[config.mk]
export PLATFORM = sky130hd
export DESIGN_NAME = pipe_ctrl_gen
export DESIGN_NICKNAME = d
export VERILOG_FILES = /design/src/rtl/pipe_ctrl_pkg.sv /design/src/rtl/pipe_ctrl_suffix_or.sv /design/src/rtl/pipe_ctrl_gen.sv
export SDC_FILE = /design/constraint.sdc
export NUM_CORES = 1
export LEC_CHECK = 0
export CORE_ASPECT_RATIO = 1.75
export CORE_MARGIN = 3
export CORE_UTILIZATION = 55
export DETAILED_ROUTE_END_ITERATION = 8
export DONT_BUFFER_PORTS = 1
export GPL_ROUTABILITY_DRIVEN = 0
export PLACE_DENSITY_LB_ADDON = 0.15
export SKIP_LAST_GASP = 1
export SYNTH_ARGS = -nofsm -noshare
export SYNTH_HDL_FRONTEND = slang
export SYNTH_HIERARCHICAL = 1
export SYNTH_SLANG_ARGS = --single-unit
[constraint.sdc]
create_clock -name Clk -period 4.1 [get_ports Clk]
set_input_delay 0.82 -clock Clk [delete_from_list [all_inputs] [get_ports Clk]]
set_output_delay 0.82 -clock Clk [all_outputs]
set_load 0.1 [all_outputs]
[src/rtl/pipe_ctrl_pkg.sv]
// Shared constants for the pipeline stop/flush controller: stage indices,
// default parameter values and the hold-counter width.
package pipe_ctrl_pkg;

    localparam int STG_PC     = 0;
    localparam int STG_BTB    = 1;
    localparam int STG_ICACHE = 2;
    localparam int STG_PRED   = 3;
    localparam int STG_FTQ    = 4;
    localparam int STG_ISQ    = 5;
    localparam int STG_DEC    = 6;
    localparam int STG_RAT    = 7;
    localparam int STG_ISSUE  = 8;
    localparam int STG_EXE    = 9;
    localparam int STG_MEM    = 10;
    localparam int STG_ROB    = 11;

    localparam int DEF_NSTAGE = 16;
    localparam int DEF_FRONT  = 6;
    localparam int DEF_HOLD   = 2;
    localparam int DEF_WDOG_W = 10;

    localparam int HOLD_W = 4;

endpackage

[src/rtl/pipe_ctrl_suffix_or.sv]
// Suffix OR: out[j] is set when any input bit at index j or above is set,
// i.e. a request from an older stage propagates to every younger stage.
module pipe_ctrl_suffix_or #(
    parameter int N = 16
) (
    input  logic [N-1:0] in,
    output logic [N-1:0] out
);

    for (genvar j = 0; j < N; j++) begin : gSfx
        assign out[j] = |in[N-1:j];
    end

endmodule

[src/rtl/pipe_ctrl_gen.sv]
// Per-stage Stop/Flash generation with flush hold, sticky frontend trap,
// Stop[0] watchdog and stall perf counter.
module pipe_ctrl_gen
    import pipe_ctrl_pkg::*;
#(
    parameter int NSTAGE = DEF_NSTAGE,
    parameter int FRONT  = DEF_FRONT,
    parameter int HOLD   = DEF_HOLD,
    parameter int WDOG_W = DEF_WDOG_W
) (
    input  logic              Clk,
    input  logic              Rest,
    input  logic [NSTAGE-1:0] StallReq,
    input  logic [NSTAGE-1:0] RedirReq,
    input  logic              ROBredir,
    input  logic              TrapReq,
    output logic [NSTAGE-1:0] Stop,
    output logic [NSTAGE-1:0] Flash,
    output logic              TrapPend,
    output logic              WdogErr,
    output logic [31:0]       StallCnt
);

    localparam logic [HOLD_W-1:0] HOLD_LD  = HOLD_W'(HOLD - 1);
    localparam logic [WDOG_W-1:0] WDOG_MAX = '1;
    localparam logic [WDOG_W-1:0] WDOG_PRE = WDOG_MAX - WDOG_W'(1);

    logic [NSTAGE-1:0] stallOr;
    logic [NSTAGE-1:0] redirOr;
    logic [NSTAGE-1:0] flushNow;
    logic [NSTAGE-1:0] flashInt;
    logic [NSTAGE-1:0] stopInt;
    logic [NSTAGE-1:0] frontMask;
    logic [NSTAGE-1:0] holdMask;
    logic [HOLD_W-1:0] holdCnt;
    logic              holdAct;
    logic              trapLatch;
    logic              trapActive;
    logic [WDOG_W-1:0] wdogCnt;
    logic              unusedRedir0;

    assign unusedRedir0 = RedirReq[0];

    pipe_ctrl_suffix_or #(.N(NSTAGE)) uStallOr (
        .in  (StallReq),
        .out (stallOr)
    );

    // Shifted by one so a redirect at stage i flushes only the younger stages.
    pipe_ctrl_suffix_or #(.N(NSTAGE)) uRedirOr (
        .in  ({1'b0, RedirReq[NSTAGE-1:1]}),
        .out (redirOr)
    );

    always_comb begin
        frontMask = '0;
        for (int j = 0; j < NSTAGE; j++) begin
            frontMask[j] = (j < FRONT);
        end
    end

    assign flushNow   = redirOr | {NSTAGE{ROBredir}};
    assign holdAct    = (holdCnt != '0);
    assign flashInt   = flushNow | (holdMask & {NSTAGE{holdAct}});
    assign trapActive = (TrapReq | trapLatch) & ~ROBredir;
    assign stopInt    = (stallOr | (frontMask & {NSTAGE{trapActive}})) & ~flashInt;

    // Reset forces everything flushed and nothing held, independent of state.
    assign Flash    = Rest ? flashInt : '1;
    assign Stop     = Rest ? stopInt  : '0;
    assign TrapPend = trapLatch;

    always_ff @(posedge Clk or negedge Rest) begin
        if (!Rest) begin
            holdMask <= '0;
            holdCnt  <= '0;
        end else if (|flushNow) begin
            holdMask <= (holdAct ? holdMask : '0) | flushNow;
            holdCnt  <= HOLD_LD;
        end else if (holdAct) begin
            holdCnt <= holdCnt - HOLD_W'(1);
            if (holdCnt == HOLD_W'(1)) holdMask <= '0;
        end
    end

    always_ff @(posedge Clk or negedge Rest) begin
        if (!Rest)         trapLatch <= 1'b0;
        else if (ROBredir) trapLatch <= 1'b0;
        else if (TrapReq)  trapLatch <= 1'b1;
    end

    // Error is flagged on the edge where the counter lands on all-ones.
    always_ff @(posedge Clk or negedge Rest) begin
        if (!Rest) begin
            wdogCnt <= '0;
            WdogErr <= 1'b0;
        end else if (stopInt[0]) begin
            if (wdogCnt != WDOG_MAX) wdogCnt <= wdogCnt + WDOG_W'(1);
            if (wdogCnt >= WDOG_PRE) WdogErr <= 1'b1;
        end else begin
            wdogCnt <= '0;
        end
    end

    always_ff @(posedge Clk or negedge Rest) begin
        if (!Rest)           StallCnt <= '0;
        else if (stopInt[0]) StallCnt <= StallCnt + 32'd1;
    end

endmodule

## Yosys cells after proc, flatten, opt, wreduce, memory -nomap -nowiden

Cells that the tools add are included.

- Output and inout bits: 66
- Bits in read-only memories: 0
- Input port bits: 36
- Bits in latches: 0
- RAM bits: 0
- Memories kept: 0
- Logic and storage cells: 71
- Register bits after elaboration: 64

- Muxes and demuxes: 12
- Equality and inequality tests: 3
- Bitwise logic cells: 10
- Magnitude comparators: 1
- Shift operators: 0
- Reduce and logical (&&, ||, !) cells: 36
- Div/mod/pow operators: 0
- $mul: 0
- Add/subtract/negate cells: 3

Operator list:

| kind | count |
|---|---|
| 2-to-1 mux 16 bit | 6 |
| adder 32 x 1 -> 32 bit (second input constant) | 1 |
| AND 16 bit | 2 |
| OR 16 bit | 2 |
| OR reduction 16 bit | 2 |
| OR reduction 15 bit | 2 |
| OR reduction 14 bit | 2 |
| OR reduction 13 bit | 2 |
| OR reduction 12 bit | 2 |
| OR reduction 11 bit | 2 |
| 2-to-1 mux 10 bit | 2 |
| OR reduction 10 bit | 2 |
| OR reduction 9 bit | 2 |
| NOT 16 bit | 1 |
| OR 15 x 16 -> 16 bit | 1 |
| OR 16 x 6 -> 16 bit | 1 |
| OR reduction 8 bit | 2 |
| OR reduction 7 bit | 2 |
| OR reduction 6 bit | 2 |
| adder 10 x 1 -> 10 bit (second input constant) | 1 |
| greater-or-equal comparator 10 bit (second input constant) | 1 |
| inequality test 10 bit (second input constant) | 1 |
| OR reduction 5 bit | 2 |
| 2-to-1 mux 4 bit | 2 |
| 13 further kinds | 20 |

## Logic depth before layout (Yosys ltp)

Gate-level depths: netlist of run 1.

- Word-level depth: 6
- Gate-level depth with buffers: 9
- Gate-level depth less buffers: 7

## Cells and area by module

The synthesis of run 1 kept the hierarchy.

By module, submodules not included:

| module | cells each | seq. area each (um^2) | times used | area an instance (um^2) |
|---|---|---|---|---|
| pipe_ctrl_gen | 330 | 1601.5 | 1 | 3420.8 |
| pipe_ctrl_suffix_or | 21 | 0.0 | 2 | 152.6 |

## Worst setup path before layout of run 1

Ideal clock, no wire load.

- Path type: input-to-output
- Start point: input port RedirReq[3]
- End point: output port Stop[1]
- Stages on the path: 4
- Required time: 3.280 ns
- Arrival time: 3.742 ns
- Path slack: -0.462 ns
- Path buffers: 0
- Cells stage by stage: or4_4 > or3_1 > a211o_1 > nor2_1

- Longest elaborated chain between the ends: 6

Ends and longest elaborated chain:

| element | line | text |
|---|---|---|
| start: declaration | pipe_ctrl_gen.sv:14 | `input logic [NSTAGE-1:0] RedirReq,` |
| OR reduction 14 bit | pipe_ctrl_suffix_or.sv:11 | `assign out[j] = \|in[N-1:j];` |
| net redirOr[1] | pipe_ctrl_gen.sv:29 | `logic [NSTAGE-1:0] redirOr;` |
| OR 15 x 16 -> 16 bit | pipe_ctrl_gen.sv:62 | `assign flushNow = redirOr \| {NSTAGE{ROBredir}};` |
| OR 16 bit | pipe_ctrl_gen.sv:64 | `assign flashInt = flushNow \| (holdMask & {NSTAGE{holdAct}});` |
| NOT 16 bit | pipe_ctrl_gen.sv:66 | `assign stopInt = (stallOr \| (frontMask & {NSTAGE{trapActive}})) & ~flashInt;` |
| AND 16 bit | pipe_ctrl_gen.sv:66 |  |
| 2-to-1 mux 16 bit | pipe_ctrl_gen.sv:70 | `assign Stop = Rest ? stopInt : '0;` |
| end: declaration | pipe_ctrl_gen.sv:17 | `output logic [NSTAGE-1:0] Stop,` |

The timed path passes the listed nets, and every way through them passes these cells.

## Worst setup path in the final report of run 1

- Start point: input port StallReq[2]
- End point: output port Stop[0]

- Longest elaborated chain between the ends: 4

Ends and longest elaborated chain:

| element | line | text |
|---|---|---|
| start: declaration | pipe_ctrl_gen.sv:13 | `input logic [NSTAGE-1:0] StallReq,` |
| OR reduction 16 bit | pipe_ctrl_suffix_or.sv:11 |  |
| net stallOr[0] | pipe_ctrl_gen.sv:28 | `logic [NSTAGE-1:0] stallOr;` |
| OR 16 x 6 -> 16 bit | pipe_ctrl_gen.sv:66 |  |
| AND 16 bit | pipe_ctrl_gen.sv:66 |  |
| 2-to-1 mux 16 bit | pipe_ctrl_gen.sv:70 |  |

The timed path passes the listed nets, and every way through them passes these cells.

==> metrics.md, run 1 <==
| Metric | Value |
|---|---|
| Via count | 3149 |
| Final Setup Violations | 0 |
| Later-pin clock latency in the skew report | 0.33 ns |
| Mapped Cells | 372 |
| Initial antenna violation count | 0 |
| Slew Viols, Final | 0 |
| Growth of design area from synthesis to finish | 22.2% |
| Die area | 7840 um2 |
| Clock-pin slew on the worst setup and hold paths | 0.05 ns |
| Buffers added on ports | 0 |
| Worst Path Arrival | 2.73 ns |
| Gr usage total | 25.7% |
| Crit share post-route | 86.6% |
| Slew headroom | 29.3% |
| Post-synth EDFFs | 0 |
| Overall Power | 1.34 mW |
| Ys Warns | 6 |
| Antenna viol nets, final | 0 |
| Peak supply drop | 0.000183 V |
| TritonCTS Sinks | 64 |
| CORE AREA | 6540 um2 |
| Synth Flop Type | dfrtp_1 |
| Status | completed |
| Clock skew | 0.00378 ns |
| Seq/Total Area, Yosys | 43.0% |
| Drt total wl | 9460 um |
| WS Path Type | input pin to primary output |
| Mapped Avg Cell Area | 10.0 um2 |
| # IOs | 102 |
| DP Area | 4290 um2 |
| H-Tree Depth | 3 |
| Required time worst endpoint | 3.28 ns |
| Count of state elements after synthesis | 64 |
| Met2 Usage GRT | 45.2% |
| Die Ht | 115 um |
| Non-filler instance count after layout | 511 |
| Power per cell area | 294 nW/um2 |
| Final hold vios | 0 |
| Post-DP HPWL | 6980 um |
| Mapped Area | 3730 um2 |
| Max clock buf depth | 2 |
| Routed wire length per instance | 18.5 um |
| Via-per-instance ratio | 6.16 |
| CTS tree | yes |
| Crit end category | primary output |
| Clk root buf | clkbuf_16 |
| Max cap viols | 0 |
| Cts repair resizes | 0 |
| Post-CTS Setup Repair Bufs | 0 |
| FMAX | 0.282 GHz |
| Gr ovfl total | 0 |
| DRT Pass-1 Iters | 4 |
| Non-Filler Cell Area, Final | 4550 um2 |
| DR DRC count | 0 |
| GR Util met3 | 6.84% |
| Most Crowded Layer GR | met2 |
| LEAKAGE | 1.94 nW |
| First DRT Iteration DRCs | 149 |
| First-pass GRT wire length | 15200 um |
| Initial Utilization | 57.0% |
| Antenna cell count | 0 |
| Unrepaired setup endpoints after global routing | no |
| Tmin final | 3.55 ns |
| Row count | 39 |
| GR Util met1 | 28.1% |
| Hold Path Class | input pin to asynchronous set/reset pin |
| Slew of the pin with the lowest slew margin | 1.06 ns |
| Die W | 68.2 um |
| Largest net degree at the start of global routing | 68 |
| Count of cell types in the netlist | 51 |
| Placed instance count | 498 |
| Post-synth ARST share | 100% |
| Total CTS buffers | 9 |
| Nets@finish | 469 |
| Crit path max fanout | 3 |
| CP startpoint kind | input pin |
| Vias in the first global route | 3196 |
| # hold bufs at CTS | 0 |
| Share of cells above drive strength 1 | 26.8% |
-- synthesized netlist by cell type (all sizes together) (3+ instances only) --
| cell type | instances | area [um2] |
|---|---|---|
| a211o | 15 | 131 |
| a211oi | 3 | 22.5 |
| a311o | 15 | 150 |
| and2 | 4 | 25.0 |
| and3 | 9 | 56.3 |
| and4 | 4 | 35.0 |
| buf | 8 | 48.8 |
| clkbuf | 11 | 41.3 |
| dfrtp | 64 | 1600 |
| ha | 6 | 75.1 |
| inv | 18 | 67.6 |
| nand2 | 16 | 60.1 |
| nand2b | 5 | 31.3 |
| nand3 | 17 | 85.1 |
| nand4 | 24 | 163 |
| nor2 | 37 | 139 |
| nor3 | 14 | 103 |
| nor4 | 12 | 121 |
| o21ai | 3 | 15.0 |
| or2 | 12 | 75.1 |
| or3 | 11 | 68.8 |
| or4 | 6 | 60.1 |
| xnor2 | 22 | 193 |
| xor2 | 17 | 149 |
-- layout make-up --
class / count / area (um2)
clock inverter: 1 / 5.00
inverter: 18 / 67.6
tap: 82 / 103
fill: 527 / 1980
multi-input combinational: 273 / 2010
timing repair buffer: 61 / 508
sequential: 64 / 1600
clock buffer: 12 / 256
-- state kept, by name, summed over array words and instances (netlist names) --
name and count:
StallCnt 32, TrapPend 1, WdogErr 1, holdCnt 4, holdMask 16, wdogCnt 10
-- worst max-delay path, cell delays in order --
cell	delay, ns
or4_4	0.52
or4_4	0.51
nor3_1	0.35
a2111oi_4	0.12
and2_2	0.24
buf_12	0.16
-- stage by stage --
step / setup TNS [ns] / worst slack [ns] / utilization, % / hold WS, ns
3_5_place_dp: 0 / 0.544 / 65.7 / 0.514
2_1_floorplan: -0.00783 / -0.00783 / - / 0.493
4_1_cts: 0 / 0.537 / 69.7 / 0.179
6_report: 0 / 0.551 / 69.7 / 0.184
5_1_grt: 0 / 0.474 / 69.7 / 0.173
3_3_place_gp: 0 / 0.576 / 65.7 / 0.494
-- path summary, 6_finish.rpt --
check                           cells past startpoint                startpoint                       end  slack (ns)
worst max register to register                      6    holdCnt[0]$_DFFE_PN0P_  StallCnt[26]$_DFFE_PN0P_        1.40
max in group asynchronous                           0                      Rest    holdCnt[3]$_DFFE_PN0P_        3.81
worst min register to register                      1  holdMask[13]$_DFFE_PN0P_  holdMask[13]$_DFFE_PN0P_        0.52
worst max-delay path                                6               StallReq[2]                   Stop[0]        0.55
worst min-delay path                                0                      Rest   StallCnt[1]$_DFFE_PN0P_        0.18
min in group Clk                                    1  holdMask[13]$_DFFE_PN0P_  holdMask[13]$_DFFE_PN0P_        0.52
-- per-layer routing --
layer | part of all wire [%] | up-vias
met5 | 0 | -
met4 | 3.0 | 0
met3 | 8.2 | 21
met2 | 53 | 138
met1 | 36 | 1517
li1 | - | 1473
-- placed cells by master, fill, tap and decap left out, types with 5 or more instances in the layout --
cell type  synthesis  routed
a311o_1           15      15
nor2_1            37      22
nand2_1           16      16
dfrtp_1           64      64
nor4_1             6       6
nor2_2             0      15
ha_1               6       6
xnor2_1           22      22
clkbuf_16          0       9
nor3_1            10      10
nand3_1           17      17
or3_1             11      11
nand4_1           22      22
buf_4              2      57
inv_1             16      16
or2_1              8       8
nor4_2             5       5
and3_1             9       9
a211o_1           15      15
xor2_1            17      17
nand2b_1           5       5
-- report_power, final --
part | leakage [nW] | switching (mW) | internal, mW
Clock | 0.130 | 0.253 | 0.430
Combinational | 1.02 | 0.0172 | 0.00680
Sequential | 0.794 | 0.000144 | 0.633
Total | 1.94 | 0.270 | 1.07
-- logic make-up after synthesis --
group	count (synthesis)	share of synthesized area, %
AOI/OAI and AO/OA	45	11.7
adders and majority gates	6	2.01
other	1	0.101
muxes	3	0.839
buffers and inverters	37	4.23
and+or+nand+nor	177	29.0
xor gates and xnor gates	39	9.17
DFF	64	43.0
(Power assumes the default switching activity.)
==> run 2, diff against run 1 <==
- HOLD_SLACK_MARGIN: default -> 0.05
==> results of run 2 <==
The final DEF is identical to that of run 1; final timing and power are the same.
